`src/rtl/op_issue_queue_pkg.sv`:
```
// ============================================================================
// Module : op_issue_queue_pkg
// Brief  : Shared operation word, opcode enum and helpers for the issue queue.
// Rev    : 1.0
// ============================================================================
`default_nettype none

package op_issue_queue_pkg;

  localparam int IDX_W = 4;

  typedef enum logic [1:0] {
    NO_OP        = 2'd0,
    OP_CT_CT_ADD = 2'd1,
    OP_CT_PT_ADD = 2'd2,
    OP_CT_PT_MUL = 2'd3
  } op_e;

  typedef struct packed {
    op_e              mode;
    logic [IDX_W-1:0] idx1_a;
    logic [IDX_W-1:0] idx1_b;
    logic [IDX_W-1:0] idx2_a;
    logic [IDX_W-1:0] idx2_b;
    logic [IDX_W-1:0] out_a;
    logic [IDX_W-1:0] out_b;
  } operation;

  // All-zero word: NO_OP with every index cleared.
  localparam operation NOP_WORD = '0;

  function automatic operation mk_op(op_e m,
                                     logic [IDX_W-1:0] a1, logic [IDX_W-1:0] b1,
                                     logic [IDX_W-1:0] a2, logic [IDX_W-1:0] b2,
                                     logic [IDX_W-1:0] oa, logic [IDX_W-1:0] ob);
    operation o;
    o.mode   = m;
    o.idx1_a = a1;
    o.idx1_b = b1;
    o.idx2_a = a2;
    o.idx2_b = b2;
    o.out_a  = oa;
    o.out_b  = ob;
    return o;
  endfunction

endpackage

`default_nettype wire

```
`src/rtl/op_issue_queue_if.sv`:
```
// ============================================================================
// Module : op_issue_queue_if
// Brief  : Host/cpu-side signal bundle of the issue queue.
// Rev    : 1.0
// ============================================================================
`default_nettype none

interface op_issue_queue_if
  import op_issue_queue_pkg::*;
#(
  parameter int DEPTH = 8,
  parameter int CNT_W = 16
);
  localparam int LVL_W = $clog2(DEPTH + 1);

  logic             in_valid;
  operation         in_op;
  logic             in_ready;
  logic             flush;
  operation         op;
  logic             done_in;
  logic             busy;
  logic [LVL_W-1:0] level;
  logic [CNT_W-1:0] retired_count;
  logic             timeout_err;
  logic             err_clr;

  modport master (
    output in_valid, in_op, flush, done_in, err_clr,
    input  in_ready, op, busy, level, retired_count, timeout_err
  );

  modport slave (
    input  in_valid, in_op, flush, done_in, err_clr,
    output in_ready, op, busy, level, retired_count, timeout_err
  );

endinterface

`default_nettype wire

```
`src/rtl/op_issue_queue_fifo.sv`:
```
// ============================================================================
// Module : op_fifo
// Brief  : Synchronous FIFO with flush; head is shown combinationally.
// Rev    : 1.0
// ============================================================================
`default_nettype none

module op_fifo
  import op_issue_queue_pkg::*;
#(
  parameter int  DEPTH = 8,
  parameter type T     = operation
) (
  input  wire logic                         clk,
  input  wire logic                         reset,
  input  wire logic                         i_push,
  input  wire T                             i_data,
  input  wire logic                         i_pop,
  input  wire logic                         i_flush,
  output T                                  o_head,
  output logic [$clog2(DEPTH+1)-1:0]        o_level
);
  localparam int PTR_W = $clog2(DEPTH);
  localparam int LVL_W = $clog2(DEPTH + 1);

  T                 r_mem [DEPTH];
  logic [PTR_W-1:0] r_wptr;
  logic [PTR_W-1:0] r_rptr;
  logic [LVL_W-1:0] r_level;
  logic             w_do_push;
  logic             w_do_pop;

  assign w_do_push = i_push && !i_flush && (r_level != LVL_W'(DEPTH));
  assign w_do_pop  = i_pop  && !i_flush && (r_level != '0);

  always_ff @(posedge clk) begin
    if (w_do_push) r_mem[r_wptr] <= i_data;
  end

  // Pointers wrap naturally because DEPTH is a power of two.
  always_ff @(posedge clk or negedge reset) begin
    if (!reset) begin
      r_wptr  <= '0;
      r_rptr  <= '0;
      r_level <= '0;
    end else if (i_flush) begin
      r_wptr  <= '0;
      r_rptr  <= '0;
      r_level <= '0;
    end else begin
      if (w_do_push) r_wptr <= r_wptr + PTR_W'(1);
      if (w_do_pop)  r_rptr <= r_rptr + PTR_W'(1);
      case ({w_do_push, w_do_pop})
        2'b10:   r_level <= r_level + LVL_W'(1);
        2'b01:   r_level <= r_level - LVL_W'(1);
        default: r_level <= r_level;
      endcase
    end
  end

  assign o_head  = r_mem[r_rptr];
  assign o_level = r_level;

endmodule

`default_nettype wire

```
`src/rtl/op_issue_queue.sv`:
```
// ============================================================================
// Module : op_issue_queue
// Brief  : Buffers operations and issues them one at a time to the cpu,
//          waiting for done with a watchdog; counts retirements.
// Rev    : 1.0
// ============================================================================
`default_nettype none

module op_issue_queue
  import op_issue_queue_pkg::*;
#(
  parameter int DEPTH   = 8,
  parameter int TIMEOUT = 64,
  parameter int CNT_W   = 16
) (
  input wire logic         clk,
  input wire logic         reset,
  op_issue_queue_if.slave  bus
);
  localparam int LVL_W = $clog2(DEPTH + 1);
  localparam int TMR_W = $clog2(TIMEOUT);

  typedef enum logic [1:0] {
    S_IDLE  = 2'd0,
    S_ISSUE = 2'd1,
    S_WAIT  = 2'd2
  } state_e;

  state_e           r_state;
  state_e           w_state_nxt;
  operation         r_op;
  operation         w_op_nxt;
  logic [TMR_W-1:0] r_tmr;
  logic [TMR_W-1:0] w_tmr_nxt;
  logic [CNT_W-1:0] r_retired;
  logic             r_err;
  logic             w_retire;
  logic             w_timeout;

  operation         w_head;
  logic [LVL_W-1:0] w_level;
  logic             w_empty;
  logic             w_full;
  logic             w_in_ready;
  logic             w_push;
  logic             w_pop;

  assign w_empty    = (w_level == '0);
  assign w_full     = (w_level == LVL_W'(DEPTH));
  assign w_in_ready = !w_full && !bus.flush;
  assign w_push     = bus.in_valid && w_in_ready;
  assign w_pop      = (r_state == S_IDLE) && !w_empty && !bus.flush;

  op_fifo #(
    .DEPTH (DEPTH),
    .T     (operation)
  ) u_fifo (
    .clk     (clk),
    .reset   (reset),
    .i_push  (w_push),
    .i_data  (bus.in_op),
    .i_pop   (w_pop),
    .i_flush (bus.flush),
    .o_head  (w_head),
    .o_level (w_level)
  );

  always_comb begin
    w_state_nxt = r_state;
    w_op_nxt    = r_op;
    w_tmr_nxt   = r_tmr;
    w_retire    = 1'b0;
    w_timeout   = 1'b0;
    case (r_state)
      S_IDLE: begin
        // NO_OP heads are popped and dropped without leaving IDLE.
        if (w_pop && (w_head.mode != NO_OP)) begin
          w_op_nxt    = w_head;
          w_state_nxt = S_ISSUE;
        end
      end
      S_ISSUE: begin
        w_op_nxt    = NOP_WORD;
        w_tmr_nxt   = '0;
        w_state_nxt = S_WAIT;
      end
      S_WAIT: begin
        w_tmr_nxt = r_tmr + TMR_W'(1);
        if (bus.done_in) begin
          w_retire    = 1'b1;
          w_state_nxt = S_IDLE;
        end else if (r_tmr == TMR_W'(TIMEOUT - 1)) begin
          w_timeout   = 1'b1;
          w_state_nxt = S_IDLE;
        end
      end
      default: begin
        w_op_nxt    = NOP_WORD;
        w_state_nxt = S_IDLE;
      end
    endcase
  end

  always_ff @(posedge clk or negedge reset) begin
    if (!reset) begin
      r_state   <= S_IDLE;
      r_op      <= NOP_WORD;
      r_tmr     <= '0;
      r_retired <= '0;
      r_err     <= 1'b0;
    end else begin
      r_state <= w_state_nxt;
      r_op    <= w_op_nxt;
      r_tmr   <= w_tmr_nxt;
      if (w_retire) r_retired <= r_retired + CNT_W'(1);
      if (w_timeout)        r_err <= 1'b1;
      else if (bus.err_clr) r_err <= 1'b0;
    end
  end

  assign bus.in_ready      = w_in_ready;
  assign bus.op            = r_op;
  assign bus.busy          = (r_state != S_IDLE) || !w_empty;
  assign bus.level         = w_level;
  assign bus.retired_count = r_retired;
  assign bus.timeout_err   = r_err;

endmodule

`default_nettype wire

```
`src/flat_wrapper.sv`:
```
// flat-port wrapper written by rule: the top's interface ports become plain ports
module op_issue_queue_flat import op_issue_queue_pkg::*;
#(
  parameter int DEPTH   = 8,
  parameter int TIMEOUT = 64,
  parameter int CNT_W   = 16
)
  (clk, reset, bus_in_valid, bus_in_op, bus_flush, bus_done_in, bus_err_clr, bus_in_ready, bus_op, bus_busy, bus_level, bus_retired_count, bus_timeout_err);
  op_issue_queue_if #(.DEPTH(DEPTH), .CNT_W(CNT_W)) bus_i ();
  input wire logic clk;
  input wire logic reset;
  input wire logic [$bits(bus_i.in_valid)-1:0] bus_in_valid;
  input wire logic [$bits(bus_i.in_op)-1:0] bus_in_op;
  input wire logic [$bits(bus_i.flush)-1:0] bus_flush;
  input wire logic [$bits(bus_i.done_in)-1:0] bus_done_in;
  input wire logic [$bits(bus_i.err_clr)-1:0] bus_err_clr;
  output wire logic [$bits(bus_i.in_ready)-1:0] bus_in_ready;
  output wire logic [$bits(bus_i.op)-1:0] bus_op;
  output wire logic [$bits(bus_i.busy)-1:0] bus_busy;
  output wire logic [$bits(bus_i.level)-1:0] bus_level;
  output wire logic [$bits(bus_i.retired_count)-1:0] bus_retired_count;
  output wire logic [$bits(bus_i.timeout_err)-1:0] bus_timeout_err;
  assign bus_i.in_valid = bus_in_valid;
  assign bus_i.in_op = bus_in_op;
  assign bus_i.flush = bus_flush;
  assign bus_i.done_in = bus_done_in;
  assign bus_i.err_clr = bus_err_clr;
  assign bus_in_ready = bus_i.in_ready;
  assign bus_op = bus_i.op;
  assign bus_busy = bus_i.busy;
  assign bus_level = bus_i.level;
  assign bus_retired_count = bus_i.retired_count;
  assign bus_timeout_err = bus_i.timeout_err;
  op_issue_queue #(.DEPTH(DEPTH), .TIMEOUT(TIMEOUT), .CNT_W(CNT_W)) u_core (.clk(clk), .reset(reset), .bus(bus_i));
endmodule
```
`config.mk`:
```
export PLATFORM = sky130hd
export DESIGN_NAME = op_issue_queue_flat
export DESIGN_NICKNAME = d
export VERILOG_FILES = /design/src/rtl/op_issue_queue_pkg.sv /design/src/rtl/op_issue_queue_if.sv /design/src/rtl/op_issue_queue_fifo.sv /design/src/rtl/op_issue_queue.sv /design/src/flat_wrapper.sv
export SDC_FILE = /design/constraint.sdc
export NUM_CORES = 1
export LEC_CHECK = 0
export ABC_AREA = 0
export BUFFER_PORTS_ARGS = -buffer_cell sky130_fd_sc_hd__buf_2
export CORE_ASPECT_RATIO = 0.6
export CORE_MARGIN = 4
export CORE_UTILIZATION = 40
export DETAILED_ROUTE_END_ITERATION = 12
export GPL_TIMING_DRIVEN = 0
export HOLD_SLACK_MARGIN = 0.12
export RECOVER_POWER = 25
export SLEW_MARGIN = 15
export SYNTH_ARGS = -nofsm -noshare
export SYNTH_HDL_FRONTEND = slang
export SYNTH_SLANG_ARGS = --single-unit
```
`constraint.sdc`:
```
create_clock -name clk -period 5.5 [get_ports clk]
set_clock_uncertainty 0.2 [all_clocks]
set_input_delay 0.55 -clock clk [delete_from_list [all_inputs] [get_ports clk]]
set_output_delay 0.55 -clock clk [all_outputs]
set_load 0.01 [all_outputs]
```
---- Word level (Yosys, flattened, before mapping) ----
Memories as Yosys holds them, arrays and structs flattened.
Cells that the tools add are included.
cells by class
  equality and inequality tests ........... 9
  reduce and logical (&&, ||, !) cells .... 25
  muxes and demuxes ....................... 22
  bitwise logic cells ..................... 1
  add/sub/neg operators ................... 6
operators with widths
  operator                 number
  $pmux W26 S2             1
  $mux W26                 1
  $add A16 B1 Y16 const B  1
  $mux W3                  4
  $pmux W6 S2              1
  $reduce_bool A2 Y1       6
  $logic_and A1 B1 Y1      9
  $mux W1                  9
  $pmux W4 S2              1
  $add A3 B1 Y3 const B    2
  $add A6 B1 Y6 const B    1
  $eq A6 B6 Y1 const B     1
  $mux W2                  3
  $pmux W2 S3              1
  $add A4 B1 Y4 const B    1
  $eq A2 B1 Y1 const B     2
  $eq A2 B2 Y1 const B     2
  $eq A4 B4 Y1 const B     1
  $logic_not A4 Y1         1
  $mux W4                  1
  $ne A4 B4 Y1 const B     1
  $reduce_and A2 Y1        2
  $reduce_bool A4 Y1       1
  $sub A4 B1 Y4 const B    1
  7 further kinds          9
word-level totals
  register bits after elaboration ......... 61
  memory bits (writable) .................. 208
  memories ................................ 1
  logic and storage cells ................. 78
  output and inout port bits .............. 49
  bits of input ports ..................... 32
memories
  name                 depth  width  read ports  clocked after memory_dff  write ports  line                       text
  u_core.u_fifo.r_mem  8      26     1           0                         1            op_issue_queue_fifo.sv:26  T r_mem [DEPTH];

---- Depth between registers and ports, before layout ----
Gate-level depths: netlist of run 1.
  depth in word-level cells ............... 9
  depth in mapped cells ................... 10
  depth with buffers taken out ............ 10

---- Hierarchy ----
From an unflattened synthesis of run 1, not the netlist that was laid out.
unflattened totals
  cell total of the unflattened synthesis .. 614
  area total of the unflattened synthesis .. 11,114.4 um2
by module, submodules not included
  module          seq. area each (um2)  times used  cells each  area an instance (um2)
  op_fifo         6,496.2               1           385         8,715.9
  op_issue_queue  1,276.2               1           229         2,398.6

---- Worst setup path after synthesis of run 1 ----
No wires, ideal clock.
  path kind ............................... input-to-reg
  start point ............................. input port bus_flush
  end point ............................... memory u_core.u_fifo.r_mem[0][0] (netlist bit), enable pin
  data required time ...................... 4.825 ns
  data arrival time ....................... 3.575 ns
  path buffers ............................ 1
  stages .................................. 3
  path slack .............................. 1.250 ns
  library setup time ...................... 0.475 ns
  cell sequence ........................... clkbuf_1 -> nand3b_1 -> nor4_1
between the ends
  word-level cells in the longest chain between the ends .. 7
RTL lines
  item                                line                                             text
  start: declaration                  flat_wrapper.sv:14                               input wire logic [$bits(bus_i.flush)-1:0] bus_flush;
  $logic_not A1 Y1 *                  op_issue_queue_fifo.sv:33, op_issue_queue.sv:50
  $logic_and A1 B1 Y1                 op_issue_queue.sv:50                             assign w_in_ready = !w_full && !bus.flush;
  $logic_and A1 B1 Y1                 op_issue_queue.sv:51                             assign w_push = bus.in_valid && w_in_ready;
  $logic_and A1 B1 Y1 * (2 in a row)  op_issue_queue_fifo.sv:33                        assign w_do_push = i_push && !i_flush && (r_level != LVL_W'(DEPTH));
  $mux W1 *                           op_issue_queue_fifo.sv:37                        if (w_do_push) r_mem[r_wptr] <= i_data;
  $mux W1 (implied by the code) *     op_issue_queue_fifo.sv:37
  end: declaration                    op_issue_queue_fifo.sv:26
Every way passes the cells marked *; elsewhere a longest branch is shown, timed or not.

---- Worst setup path in the final report of run 1 ----
  start point ............................. register u_core.u_fifo.r_level[0] (netlist: u_core.u_fifo.o_level[0])
  end point ............................... memory u_core.u_fifo.r_mem[1][0] (netlist bit), enable pin
between the ends
  word-level cells in the longest chain between the ends .. 8
  elaborated cells on any way between the ends .. 9
  those cells by class .................... eq/ne (2); mux (2); reduce/logical (5)
RTL lines
  item                             line                       text
  start: declaration               op_issue_queue_fifo.sv:29  logic [LVL_W-1:0] r_level;
  start signal: assignment         op_issue_queue_fifo.sv:54  2'b10: r_level <= r_level + LVL_W'(1);
  start signal: assignment         op_issue_queue_fifo.sv:55  2'b01: r_level <= r_level - LVL_W'(1);
  start signal: assignment         op_issue_queue_fifo.sv:56  default: r_level <= r_level;
  $eq A4 B4 Y1                     op_issue_queue.sv:49       assign w_full = (w_level == LVL_W'(DEPTH));
  $logic_not A1 Y1                 op_issue_queue.sv:50
  $logic_and A1 B1 Y1              op_issue_queue.sv:50
  $logic_and A1 B1 Y1              op_issue_queue.sv:51
  $logic_and A1 B1 Y1              op_issue_queue_fifo.sv:33
  $logic_and A1 B1 Y1 *            op_issue_queue_fifo.sv:33
  $mux W1 *                        op_issue_queue_fifo.sv:37
  $mux W1 (implied by the code) *  op_issue_queue_fifo.sv:37
Marks and branches as above.

==> flow_metrics.env, run 1 <==
export IMPL_final_nets=792
export IMPL_fmax_mhz=271
export IMPL_yosysUniqueCellTypes=48
export IMPL_cp_slowest_stage_delay_ps=840
export IMPL_worst_path_max_delay_cell="nor3b_1"
export IMPL_clk_latency_ps=520
export IMPL_post_synth_top_count_cell="edfxtp_1"
export IMPL_rsz0062_at_grt="false"
export IMPL_htreeDepth=1
export IMPL_slew_headroom=0.260
export IMPL_use_met2=0.251
export IMPL_placed_cell_area_um2=11900
export IMPL_hold_class="in2reg"
export IMPL_setup_slack_ps=1810
export IMPL_io_buffer_count=78
export IMPL_tightest_slew_ps=1110
export IMPL_post_cts_repair_setup_buffers=0
export IMPL_slew_violations=0
export IMPL_drive_above_1_share=0.247
export IMPL_die_y_um=135
export IMPL_cpMostUsedCell="buf_6"
export IMPL_drc_errors=0
export IMPL_die_x_um=220
export IMPL_cts_root_buf="clkbuf_16"
export IMPL_synth_top_area_share=0.580
export IMPL_cts_tree="yes"
export IMPL_synth_area_top_cells="edfxtp_1 58%, dfrtp_1 14%, mux4_2 11%"
export IMPL_grt_use_met3=0.0374
export IMPL_post_route_period_util=0.671
export IMPL_ctsResizeCount=0
export IMPL_cts_clk_slew_worst_paths_ps=70
export IMPL_first_global_vias=6178
export IMPL_boundaryPins=81
export IMPL_p_int_uw=3690
export IMPL_maxCapViolCount=0
export IMPL_yosysWarnings=0
export IMPL_die_area_um2=29700
export IMPL_synth_edf_count=208
export IMPL_netlist_area_um2=10800
export IMPL_static_leakage_power_uw=0.00474
export IMPL_crit_required_ps=5520
export IMPL_start_util=0.407
export IMPL_track_usage=0.161
export IMPL_finalHoldViolCount=0
export IMPL_core_region_area_um2=26500
export IMPL_combPwrFrac=0.205
export IMPL_dr_pass1_iters=4
export IMPL_place_worst_setup_slack_ps=1740
export IMPL_crit_chain="buf_2 > nor4b_1 > nor3b_1 > nand2_1 > nor3_2 > buf_6 > buf_6 > buf_4"
export IMPL_status="finished, final reports clean"
export IMPL_gp_congestion=0.815
export IMPL_synth_seq_area_share=0.721
export IMPL_swShare=0.278
export IMPL_via_count=5918
export IMPL_syn_nets=635
export IMPL_grt_max_degree=54
export IMPL_routed_wirelength_um=23700
export IMPL_powerDensity_nw_per_um2=394
export IMPL_hpwl_um=16200
export IMPL_avgSynthCellArea_um2=18.2
export IMPL_startpoint_type="register"
export IMPL_ys_ff_latch=269
export IMPL_p_sw_uw=1420
export IMPL_syn_inst=593
export IMPL_overflow=0
export IMPL_grt_pass1_wl_um=36400
export IMPL_fillers=2246
export IMPL_hold_ws_ps=171
export IMPL_crit_path_max_fanout=9
export IMPL_clockBufferDepth=3
export IMPL_antenna_found_initial=1
export IMPL_p_seq_frac=0.472
export IMPL_top_usage_layer="met2"
export IMPL_synthTopCellsByCount="208 x edfxtp_1, 61 x dfrtp_1, 53 x mux2i_1"
export IMPL_setup_violations=0
export IMPL_stdcell_count=1129
export IMPL_drt_vias_per_instance=5.24
export IMPL_fin_area_um2=13000
export IMPL_syn_to_final_growth_pct=20.3
export IMPL_path_class="reg2reg"
export IMPL_p_total_uw=5110
export IMPL_critPathArrivalTime_ps=3710
export IMPL_drt_iter0_drc=391
export IMPL_cts_sinks=269
export IMPL_synth_flop_cell="edfxtp_1"
export IMPL_p_clk_frac=0.323
export IMPL_finalCriticalPeriod_ps=3690
export IMPL_gr_usage_met1=0.237
export IMPL_synth_top_cell_by_area="edfxtp_1"
export IMPL_wl_per_cell_um=21.0
export IMPL_place_inst=1055
export IMPL_cts_made_buffers=25
export IMPL_ir_drop_v=0.000174
export IMPL_ys_async_sr_fraction=0.227
export IMPL_hold_buffers=28
export IMPL_drtAntennaViolNets=0
export IMPL_rows=46
export IMPL_worst_setup_path_end_kind="register"
-- cells by family (layout without fill, tap and decap cells) --
group,count (synthesis),after routing,share of synthesized area
multiplexers,106,106,0.159
adder cells (fa/ha/maj),10,10,0.0116
AND/OR/NAND/NOR,111,111,0.0498
XOR/XNOR,23,23,0.0187
flip-flops,269,269,0.721
other,0,1,0
buffers and inverters,38,213,0.0153
AO/OA/AOI/OAI,36,36,0.0245
-- cell usage in the layout (no fill, tap or decap), types with 5 or more instances in the layout --
| cell type | n |
|---|---|
| nand2_1 | 42 |
| clkinv_1 | 7 |
| mux4_2 | 52 |
| xor2_1 | 8 |
| nand3_1 | 11 |
| clkbuf_1 | 40 |
| nand4_1 | 6 |
| ha_1 | 10 |
| dfrtp_1 | 61 |
| edfxtp_1 | 208 |
| buf_6 | 5 |
| buf_2 | 67 |
| buf_4 | 16 |
| mux2i_1 | 53 |
| inv_1 | 9 |
| xnor2_1 | 15 |
| dlygate4sd3_1 | 28 |
| nor2_1 | 21 |
| o21ai_0 | 6 |
| clkbuf_16 | 25 |
-- critical path: cells and delay by family (launching register included) --
family | cells | cell delay [ps]
buffers and inverters | 4 | 800
flip-flops | 1 | 390
AND/OR/NAND/NOR | 4 | 1980
-- final timing paths --
kind | slack, ps | cells after the start | from | to
hold / removal | 170 | 3 | bus_done_in | u_core.bus.retired_count[0]$_DFFE_PN0P_
max in group asynchronous | 3950 | 3 | reset | u_core.bus.op[7]$_DFFE_PN0P_
setup reg to reg | 1810 | 8 | u_core.u_fifo.o_level[0]$_DFFE_PN0P_ | u_core.u_fifo.r_mem[1][0]$_DFFE_PP_
hold reg to reg | 270 | 1 | u_core.bus.retired_count[15]$_DFFE_PN0P_ | u_core.bus.retired_count[15]$_DFFE_PN0P_
setup / recovery | 1810 | 8 | u_core.u_fifo.o_level[0]$_DFFE_PN0P_ | u_core.u_fifo.r_mem[1][0]$_DFFE_PP_
min in group asynchronous | 390 | 2 | reset | u_core.bus.op[14]$_DFFE_PN0P_
-- state kept, by name (all words and copies together) (netlist names) --
| signal | cells |
|---|---|
| u_core.u_fifo.r_mem | 208 |
| u_core.r_tmr | 6 |
| u_core.u_fifo.o_level | 4 |
| u_core.r_state | 2 |
| u_core.u_fifo.r_wptr | 3 |
| u_core.bus.retired_count | 16 |
| u_core.bus.timeout_err | 1 |
| u_core.bus.op | 26 |
| u_core.u_fifo.r_rptr | 3 |
-- metal layers --
metal | up-vias | wire [um]
met5 | - | 0
met4 | 0 | 471
met3 | 35 | 1450
met2 | 164 | 10900
met1 | 3079 | 10900
li1 | 2640 | -
-- cell type report --
| type | instances | area [um^2] | share of cell area |
|---|---|---|---|
| Buffer | 29 | 131 | 0.0101 |
| Clock inverter | 15 | 123 | 0.00946 |
| Timing Repair Buffer | 130 | 917 | 0.0707 |
| Inverter | 9 | 33.8 | 0.00261 |
| Multi-Input combinational cell | 286 | 2890 | 0.223 |
| Antenna cell | 1 | 2.50 | 0.000193 |
| Tap cell | 360 | 450 | 0.0347 |
| Sequential cell | 269 | 7770 | 0.600 |
| Clock buffer | 30 | 644 | 0.0497 |
-- stage by stage --
stage,setup TNS [ps],util
2_1_floorplan,0,-
5_1_grt,0,0.490
6_report,0,0.490
3_3_place_gp,-63690,0.439
3_5_place_dp,0,0.451
4_1_cts,0,0.491
-- power groups by stage --
stage	Sequential, uW	Clock, uW	Combinational (uW)
2_1_floorplan	2480	0	629
3_3_place_gp	2450	0	979
3_5_place_dp	2450	0	1040
4_1_cts	2410	1690	1060
5_1_grt	2420	1780	1150
6_report	2410	1650	1050
(Power assumes the default switching activity.)
==> inputs of run 2 (changes only) <==
==> constraint.sdc (replaced) <==
create_clock -name clk -period 3.5 [get_ports clk]
set_clock_uncertainty 0.2 [all_clocks]
set_input_delay 0.35 -clock clk [delete_from_list [all_inputs] [get_ports clk]]
set_output_delay 0.35 -clock clk [all_outputs]
set_load 0.01 [all_outputs]
==> run 2 against run 1 <==
Against the previous run: the run now ends with max-capacitance violations, max-slew violations left; first-iteration DRC count increased by 1.8%; core utilization is 0.39 points higher; clock power increased by 63%; critical path type unchanged.
==> flow_metrics.env, run 2 (synthesis gave the netlist of run 1 again) <==
export IMPL_status="complete, but fails checks"
export IMPL_violations="max-capacitance violations, max-slew violations"
export IMPL_startpoint_type="register"
export IMPL_routed_wirelength_um=23300
export IMPL_final_nets=793
export IMPL_final_setup_tns_ps=0
export IMPL_post_route_util=0.494
export IMPL_cts_clk_slew_worst_paths_ps=60
export IMPL_clockBufferDepth=3
export IMPL_via_count=5821
export IMPL_post_route_period_util=0.921
export IMPL_drt_iter0_drc=398
export IMPL_p_clk_frac=0.332
export IMPL_layout_commonest_cell="edfxtp_1"
export IMPL_slew_violations=54
export IMPL_combPwrFrac=0.200
export IMPL_crit_path_max_fanout=10
export IMPL_gp_congestion=0.767
export IMPL_rows=46
export IMPL_core_region_area_um2=26500
export IMPL_die_area_um2=29700
export IMPL_hpwl_um=15400
export IMPL_hold_ws_ps=155
export IMPL_cp_slowest_stage_delay_ps=720
export IMPL_cts_root_buf="clkbuf_16"
export IMPL_slew_headroom=-0.0435
export IMPL_static_leakage_power_uw=0.00478
export IMPL_cpLargestDelayFamily="buffers and inverters"
export IMPL_hold_class="in2reg"
export IMPL_largest_register_ffs=208
export IMPL_die_y_um=135
export IMPL_fin_area_um2=13100
export IMPL_p_seq_frac=0.468
export IMPL_crit_required_ps=3690
export IMPL_placed_cell_area_um2=11900
export IMPL_syn_to_final_growth_pct=21.2
export IMPL_drtAntennaViolNets=0
export IMPL_setup_violations=0
export IMPL_worst_path_max_delay_cell="clkbuf_1"
export IMPL_p_sw_uw=2220
export IMPL_path_buf_inv=3
export IMPL_powerDensity_nw_per_um2=620
export IMPL_io_buffer_count=78
export IMPL_worst_setup_path_end_kind="register"
export IMPL_finalHoldViolCount=0
export IMPL_cts_sinks=269
export IMPL_ir_drop_v=0.000417
export IMPL_boundaryPins=81
export IMPL_critPathArrivalTime_ps=3410
export IMPL_mostFrequentLayoutCells="208 x edfxtp_1, 68 x buf_2, 61 x dfrtp_1"
export IMPL_track_usage=0.158
export IMPL_path_class="reg2reg"
export IMPL_antenna_found_initial=1
export IMPL_drc_errors=0
export IMPL_regMostFlops="u_core.u_fifo.r_mem"
export IMPL_overflow=0
export IMPL_p_int_uw=5890
export IMPL_finalCriticalPeriod_ps=3220
export IMPL_grt_pass1_wl_um=35800
export IMPL_p_total_uw=8110
export IMPL_grt_max_degree=54
export IMPL_crit_chain="clkbuf_1 > buf_1 > clkbuf_1 > mux4_2 > mux2i_1 > mux2i_1"
export IMPL_maxCapViolCount=1
export IMPL_wl_per_cell_um=20.5
export IMPL_r2r_slack_ps=280
export IMPL_cts_made_buffers=26
export IMPL_drive_above_1_share=0.254
export IMPL_cts_tree="yes"
export IMPL_htreeDepth=1
export IMPL_rsz0062_at_grt="false"
export IMPL_clk_latency_ps=520
export IMPL_drt_vias_per_instance=5.14
export IMPL_start_util=0.407
export IMPL_dr_pass1_iters=4
export IMPL_first_global_vias=6108
export IMPL_die_x_um=220
export IMPL_fmax_mhz=310
export IMPL_swShare=0.274
export IMPL_tightest_slew_ps=1570
run 2: cell types whose count changed in the layout (fill, tap and decap cells not counted), moves of 4 or more:
cell / delta
dlygate4sd3_1: +4
buf_6: +4
clkbuf_1: -4
buf_4: -9
run 2: worst register-to-register path, delay by kind of cell (launching register included):
kind | cells | cell delay [ps]
buffers and inverters | 3 | 1720
multiplexers | 3 | 810
flip-flops | 1 | 350
run 2: per-stage QoR:
step | setup WS, ps | cells
floorplan | 19.4 | 593
global placement | -2020 | 1031
detailed placement | 232 | 1050
CTS | 196 | 1130
global route | 76.2 | 1132
finish | 278 | 1132
run 2: routing by layer:
layer  part of all wire  track usage  wire length (um)
met2               0.47        0.257             11000
met3              0.062       0.0278              1450
met1               0.45        0.231             10500
met4              0.015       0.0279               356
met5                  0            0                 0
run 2: cell type report:
cell class / count / area [um^2]
fill: 2226 / 13400
sequential: 269 / 7770
multi-input combinational: 286 / 2910
timing repair buffer: 130 / 936
clock buffer: 35 / 736
tap: 360 / 450
buffer: 29 / 131
clock inverter: 13 / 95.1
inverter: 9 / 33.8
antenna: 1 / 2.50
run 2: path summary, 6_finish.rpt:
| path | startpoint | to | cells after the start |
|---|---|---|---|
| max | u_core.u_fifo.r_rptr[1]$_DFFE_PN0P_ | u_core.bus.op[16]$_DFFE_PN0P_ | 6 |
| max reg2reg | u_core.u_fifo.r_rptr[1]$_DFFE_PN0P_ | u_core.bus.op[16]$_DFFE_PN0P_ | 6 |
| min reg2reg | u_core.bus.retired_count[15]$_DFFE_PN0P_ | u_core.bus.retired_count[15]$_DFFE_PN0P_ | 1 |
| max in group asynchronous | reset | u_core.bus.retired_count[3]$_DFFE_PN0P_ | 3 |
| min in group asynchronous | reset | u_core.bus.op[18]$_DFFE_PN0P_ | 3 |
| min | bus_flush | u_core.u_fifo.o_level[3]$_DFFE_PN0P_ | 3 |
run 2: power by group through the flow:
stage / Clock [uW] / Sequential [uW] / Combinational (uW)
floorplan: 0 / 3900 / 989
global placement: 0 / 3850 / 1520
detailed placement: 0 / 3860 / 1600
CTS: 2760 / 3790 / 1640
global route: 2910 / 3820 / 1780
finish: 2690 / 3790 / 1620
run 2: timing repair:
action | CTS | global route
buffers inserted | 0 | 0
hold buffers | 32 | 0
endpoints found under the hold margin | 275 | 0
setup endpoints to repair | 0 | 12
gates resized for setup | 0 | 1
